$ cat src/rtl/req_encoder_pkg.sv
// req_encoder_pkg: shared types and helpers for the request encoder.
//   state_t  - encoder FSM states (IDLE: nothing presented, HOLD: index presented)
//   onehot() - index to one-hot mask (same mapping as the 2x4 decoder, widened)
//   pe()     - priority function, returns the lowest set bit index (bit 0 wins)
// Helpers work on MAX_N-wide vectors; callers zero-extend / truncate to N.
package req_encoder_pkg;

    localparam int unsigned MAX_N     = 64;
    localparam int unsigned MAX_IDX_W = 6;

    typedef enum logic {
        IDLE = 1'b0,
        HOLD = 1'b1
    } state_t;

    function automatic logic [MAX_N-1:0] onehot(input logic [MAX_IDX_W-1:0] idx);
        logic [MAX_N-1:0] v;
        v      = '0;
        v[idx] = 1'b1;
        return v;
    endfunction

    // pe(0) returns 0, but callers never load the result when the input is zero.
    function automatic int unsigned pe(input logic [MAX_N-1:0] v);
        int unsigned r;
        r = 0;
        // Scan from the top so the lowest set bit is the last one written.
        for (int unsigned i = MAX_N; i > 0; i--) begin
            if (v[i-1]) r = i - 1;
        end
        return r;
    endfunction

endpackage

$ cat src/rtl/req_encoder_prio_enc.sv
// prio_enc: combinational N-to-IDX_W priority encoder.
//   vec   - input request vector
//   idx   - index of the lowest set bit of vec (don't care when vec == 0)
//   any_o - high when any bit of vec is set
module prio_enc
    import req_encoder_pkg::*;
#(
    parameter  int unsigned N     = 4,
    localparam int unsigned IDX_W = $clog2(N)
) (
    input  logic [N-1:0]     vec,
    output logic [IDX_W-1:0] idx,
    output logic             any_o
);

    always_comb begin
        idx   = IDX_W'(pe(MAX_N'(vec)));
        any_o = |vec;
    end

endmodule

$ cat src/rtl/req_encoder.sv
// req_encoder: sequential N-to-log2(N) priority encoder with request capture.
//   clk, rst  - clock; asynchronous active-high reset
//   req_i     - request pulses/levels, OR'd into the pending register each cycle
//   out_valid - out_idx holds a serviceable index
//   out_ready - consumer accepts out_idx when out_valid && out_ready
//   out_idx   - registered index of presented request (bit 0 highest priority)
//   pending_o - current pending register
//   overflow  - one-cycle registered pulse when a request hits a pending bit
module req_encoder
    import req_encoder_pkg::*;
#(
    parameter  int unsigned N     = 4,
    localparam int unsigned IDX_W = $clog2(N)
) (
    input  logic             clk,
    input  logic             rst,
    input  logic [N-1:0]     req_i,
    output logic             out_valid,
    input  logic             out_ready,
    output logic [IDX_W-1:0] out_idx,
    output logic [N-1:0]     pending_o,
    output logic             overflow
);

    state_t           state;
    logic [N-1:0]     pending;
    logic [N-1:0]     clr;
    logic [N-1:0]     rem;
    logic [IDX_W-1:0] pend_idx;
    logic [IDX_W-1:0] rem_idx;
    logic             pend_any;
    logic             rem_any;

    // The presented bit is cleared on handshake; rem excludes this cycle's req_i.
    always_comb begin
        clr = '0;
        if (out_valid && out_ready) begin
            clr = N'(onehot(MAX_IDX_W'(out_idx)));
        end
        rem = pending & ~clr;
    end

    prio_enc #(.N(N)) u_pend_enc (
        .vec   (pending),
        .idx   (pend_idx),
        .any_o (pend_any)
    );

    prio_enc #(.N(N)) u_rem_enc (
        .vec   (rem),
        .idx   (rem_idx),
        .any_o (rem_any)
    );

    always_ff @(posedge clk or posedge rst) begin
        if (rst) begin
            state     <= IDLE;
            pending   <= '0;
            out_valid <= 1'b0;
            out_idx   <= '0;
            overflow  <= 1'b0;
        end else begin
            // A request landing on a bit being cleared wins and is not an overflow.
            pending  <= rem | req_i;
            overflow <= |(req_i & rem);
            case (state)
                IDLE: begin
                    if (pend_any) begin
                        out_idx   <= pend_idx;
                        out_valid <= 1'b1;
                        state     <= HOLD;
                    end
                end
                HOLD: begin
                    // No preemption: index only changes on a handshake.
                    if (out_valid && out_ready) begin
                        if (rem_any) begin
                            out_idx <= rem_idx;
                        end else begin
                            out_valid <= 1'b0;
                            state     <= IDLE;
                        end
                    end
                end
                default: begin
                    state     <= IDLE;
                    out_valid <= 1'b0;
                end
            endcase
        end
    end

    assign pending_o = pending;

endmodule

$ cat config.mk
export PLATFORM = sky130hd
export DESIGN_NAME = req_encoder
export DESIGN_NICKNAME = d
export VERILOG_FILES = /design/src/rtl/req_encoder_pkg.sv /design/src/rtl/req_encoder_prio_enc.sv /design/src/rtl/req_encoder.sv
export SDC_FILE = /design/constraint.sdc
export NUM_CORES = 1
export LEC_CHECK = 0
export BUFFER_PORTS_ARGS = -buffer_cell sky130_fd_sc_hd__buf_2
export CAP_MARGIN = 20
export CORE_MARGIN = 8
export CORE_UTILIZATION = 38
export CTS_CLUSTER_SIZE = 30
export DETAILED_ROUTE_END_ITERATION = 8
export PLACE_DENSITY_LB_ADDON = 0.1
export SLEW_MARGIN = 20
export SYNTH_ARGS = -nofsm -noshare
export SYNTH_HDL_FRONTEND = slang
export SYNTH_SLANG_ARGS = --single-unit
$ cat constraint.sdc
create_clock -name clk -period 2.1 [get_ports clk]
set_clock_uncertainty 0.1 [all_clocks]
set_input_delay 0.42 -clock clk [delete_from_list [all_inputs] [get_ports clk]]
set_output_delay 0.42 -clock clk [all_outputs]
set_load 0.1 [all_outputs]
Word-level counts from Yosys, hierarchy flattened
Cells that the tools add are included.
W data, S select, Z words.

operators by class
  reduce and logical (&&, ||, !) cells = 7
  bitwise logic cells = 5
  magnitude comparators = 2
  eq/ne operators = 4
  multiplexer cells = 23

operators with widths
  kind                  number
  $mux W2               11
  $reduce_or A4 Y1      3
  $and A4 B4 Y4         2
  $lt A2 B7 Y1 const B  1
  $mux W1               7
  $reduce_and A3 Y1     2
  $mux W4               1
  $ne A2 B1 Y1 const B  2
  $ne A2 B2 Y1 const B  2
  $not A4 Y4            1
  $or A4 B4 Y4          1
  $pmux W1 S2           2
  $pmux W2 S2           1
  $demux W1 S2          1
  $ge A2 B1 Y1 const B  1
  $logic_and A1 B1 Y1   2
  $not A1 Y1            1

storage, ports and cells
  logic and storage cells = 46
  flip-flop bits (word level) = 9
  input port bits = 7

Longest topological paths before layout
  depth in word-level cells = 14
  depth in mapped cells = 6

Cells and area by module
From an unflattened synthesis, not the netlist that was laid out.

unflattened totals
  cells, all modules = 51
  area, all modules = 486.7 µm²

modules (own cells, without submodules)
  module       area an instance (µm²)  times used  seq. area each (µm²)  cells each
  req_encoder  416.6                   1           225.2                 37
  prio_enc     35.0                    2           0.0                   7

Least setup slack after synthesis
Ideal clock, no wire load.

  kind = register to register
  from = register out_idx[0]
  to = register out_idx[0]
  buffers on the path = 1
  clock period less this slack = 2,484 ps
  setup slack = -384 ps
  cell stages (with the launch flop) = 7
  library setup time = 125 ps
  arrival time = 2,259 ps
  cells stage by stage = dfrtp_1 buf_6 mux2_4 o32ai_2 o21a_2 o21bai_2 mux2_4

on the way
  longest elaborated chain between the ends = 14
  elaborated cells on any way between the ends = 18
  classes of those cells = 2 x order compare; 1 x eq/ne; 10 x mux; 2 x bitwise; 3 x reduce/logical

RTL lines
  item                                                                line                   text
  start, declared                                                     req_encoder.sv:20      output logic [IDX_W-1:0] out_idx,
  start signal, assigned                                              req_encoder.sv:69      out_idx <= pend_idx;
  start signal, assigned                                              req_encoder.sv:78      out_idx <= rem_idx;
  $lt A2 B7 Y1 (not written as such) or $ge A2 B1 Y1 (tied branches)  req_encoder_pkg.sv:19  v[idx] = 1'b1;
  $logic_and A1 B1 Y1 (not written as such)                           req_encoder_pkg.sv:19
  $mux W1 (not written as such)                                       req_encoder_pkg.sv:19
  $demux W1 S2 *                                                      req_encoder_pkg.sv:19
  $mux W4 *                                                           req_encoder.sv:37      if (out_valid && out_ready) begin
  $not A4 Y4 *                                                        req_encoder.sv:40      rem = pending & ~clr;
  $and A4 B4 Y4 *                                                     req_encoder.sv:40
  $mux W2 (4 in series)                                               req_encoder_pkg.sv:29  if (v[i-1]) r = i - 1;
  $mux W2                                                             req_encoder.sv:77      if (rem_any) begin
  $mux W2                                                             req_encoder.sv:76      if (out_valid && out_ready) begin
  $pmux W2 S2                                                         req_encoder.sv:66      case (state)

Mark *: on every way between the ends. The rest lies on a longest branch, timed or not. The select of a mux whose other input is x is not followed.
A chain may end at the register's enable or synchronous reset.

Worst setup path in the final report
Ends and elaborated chain as after synthesis.

==> flow_metrics.env <==
export IMPL_rsz0062_at_grt="no"
export IMPL_path_delay_family="multiplexers"
export IMPL_netlist_top_cells_area="dfrtp_1 41%, a21o_1 5.5%, mux2_4 5.5%"
export IMPL_setup_tns_ns=0
export IMPL_avgViaCountPerCell=5.90
export IMPL_r2r_slack_ns=0.19
export IMPL_synthMuxAreaShare_pct=5.45
export IMPL_crit_type="register to register"
export IMPL_drive_gt1_share_pct=43.5
export IMPL_synth_nets=62
export IMPL_dieArea_mm2=0.00292
export IMPL_finalCriticalPeriod_ns=1.91
export IMPL_drv_cap=0
export IMPL_die_w_um=54.1
export IMPL_crit_chain="mux2_4, o32ai_2, o21a_2, o21bai_2, mux2_4"
export IMPL_io_pins=15
export IMPL_routed_wl_um=1350
export IMPL_postCtsResizedCells=0
export IMPL_ff2ff_path_depth=5
export IMPL_worstSetupStartpoint="out_idx[0]"
export IMPL_clockRootBuffer="clkbuf_4"
export IMPL_final_util_pct=49.1
export IMPL_post_dp_cell_area_um2=628
export IMPL_nets=77
export IMPL_clock_latency_ns=0.27
export IMPL_worstSetupEndpointType="register"
export IMPL_antenna_cells=0
export IMPL_postLayoutSetupSlackWorst_ns=0.191
export IMPL_synth_xor_area_share_pct=0
export IMPL_status="finished, violations left"
export IMPL_report_final_slew_viol_count=0
export IMPL_antenna_found_initial=0
export IMPL_dr_total_vias=496
export IMPL_critPathArrivalTime_ns=1.97
export IMPL_synth_main_ff_cell="dfrtp_1"
export IMPL_period_share_pct=90.9
export IMPL_clkTransAtPathRegs_ns=0.07
export IMPL_reg2reg_from="out_idx[0]"
export IMPL_rows=13
export IMPL_syn2layout_area_growth_pct=18.9
export IMPL_synth_top_family_by_area="compound AO/OA/AOI/OAI gates"
export IMPL_synth_area_leader_cell="dfrtp_1"
export IMPL_cts_tree="done"
export IMPL_slew_headroom_pct=67.5
export IMPL_ff_latch_area_um2=238
export IMPL_hold_violations=4
export IMPL_die_h_um=54.1
export IMPL_syn_avg_cell_area_um2=10.0
export IMPL_mostFrequentLayoutCells="14 x buf_2, 4 x nor2_1, 4 x nand3_1, 4 x a21o_1, 4 x dfrtp_2"
export IMPL_numPortBuffers=14
export IMPL_final_common_cell="buf_2"
export IMPL_setup_violations=0
export IMPL_cts_buffer_depth=2
export IMPL_nFillCells=140
export IMPL_dp_slack_ns=0.209
export IMPL_crit_cells=5
export IMPL_drt_pass1_iterations=4
export IMPL_netlist_area_um2=551
export IMPL_post_route_cell_area_um2=654
export IMPL_grt_pass1_wl_um=2160
export IMPL_track_usage_pct=10.3
export IMPL_synth_warnings=0
export IMPL_synth_seq_area_share_pct=40.9
export IMPL_synth_top_cell_area_share_pct=40.9
export IMPL_grt_start_max_net_pins=12
export IMPL_leakage_nw=0.260
export IMPL_avgRoutedWirePerCell_um=16.1
export IMPL_final_cells=84
export IMPL_cts_sinks=9
export IMPL_start_util_pct=41.3
export IMPL_violations="negative hold slack"
export IMPL_critPathMaxStageDelay_ns=0.53
export IMPL_core_area_mm2=0.00133
export IMPL_drtIter0Drc=28
export IMPL_path_buf_inv=0
export IMPL_cpMostUsedCell="mux2_4"
export IMPL_synth_compound_area_share_pct=32.5
export IMPL_ys_types=30
export IMPL_hpwl_um=996
export IMPL_ys_ff_latch=9
export IMPL_ant_nets=0
export IMPL_fmax_mhz=524
export IMPL_synthArstFlopShare_pct=100
export IMPL_synth_edf_count=0
export IMPL_yosys_area_share_simple_pct=16.1
export IMPL_fin_total_pwr_mw=1.14
export IMPL_p_per_area_mw_per_mm2=1740
export IMPL_cts_htree_levels=1
export IMPL_cp_start_kind="register"
export IMPL_whs_ns=-0.00187
export IMPL_dp_cells=80
export IMPL_cp_required_ns=2.16
export IMPL_holdCritPathClass="primary input to asynchronous set/reset pin"
export IMPL_worstSetupEndpoint="out_idx[0]"
export IMPL_cts_setup_buffers=0
export IMPL_worst_slew_pin_slew_ns=0.490
export IMPL_syn_instance_count=55
export IMPL_synth_adder_area_share_pct=0
export IMPL_gp_congestion=0.835
export IMPL_irDropWorstVdd_v=0.000887
export IMPL_cts_hold_buf=0
export IMPL_r2r_end="out_idx[0]"
export IMPL_drcViolationCount=0
export IMPL_path_max_fanout=10
export IMPL_slowest_stage="dfrtp_4"
export IMPL_grt_ovfl_total=0
export IMPL_grt_pass1_vias=487
export IMPL_multiInputGateArea_um2=298
export IMPL_cts_inserted_buffers=3
where the power goes:
| part | switching [mW] | internal (mW) |
|---|---|---|
| clock | 0.0680 | 0.0735 |
| sequential | 0.117 | 0.241 |
| combinational | 0.461 | 0.178 |
Yosys cell counts (all sizes together), types with 2 or more instances:
library cell / n
dfrtp: 9
a21o: 4
nand3: 4
nor2: 4
a21oi: 3
buf: 3
nand2: 3
a211oi: 2
mux2: 2
nand2b: 2
o22ai: 2
o32ai: 2
worst min path at each step:
stage,start,end,slack (ns),depth (start not counted)
floorplan,rst,overflow,0.15,1
CTS,rst,out_idx[0],0.02,2
finish,rst,out_idx[0],-0.002,2
global route,rst,overflow,0.04,2
global placement,rst,out_valid,0.31,2
detailed placement,rst,out_idx[0],0.31,2
sequential cells by signal, indices dropped and copies added, names as in the netlist:
register   flops
pending_o      4
out_idx        2
out_valid      1
state          1
overflow       1
cell type report:
cell class / instances / area share [%]
Multi-Input combinational cell: 41 / 45.5
Sequential cell: 9 / 36.3
Timing Repair Buffer: 14 / 10.7
Clock buffer: 4 / 4.02
Tap cell: 15 / 2.87
Inverter: 1 / 0.574
per-layer routing:
metal / wire length [um] / part of all wire (%) / global-route usage (%)
met5: 0 / 0 / 0
met4: 26 / 1.9 / 6.15
met1: 610 / 45 / 12.8
met2: 574 / 42 / 14.3
met3: 140 / 10 / 4.41
kinds of logic (layout without fill, tap and decap cells):
kind of cell,count (synthesis),in the layout
flops,9,9
mux,2,2
buf+inv,5,19
simple gates,17,17
compound gates,22,22
Power figures use the tool's default switching activity.
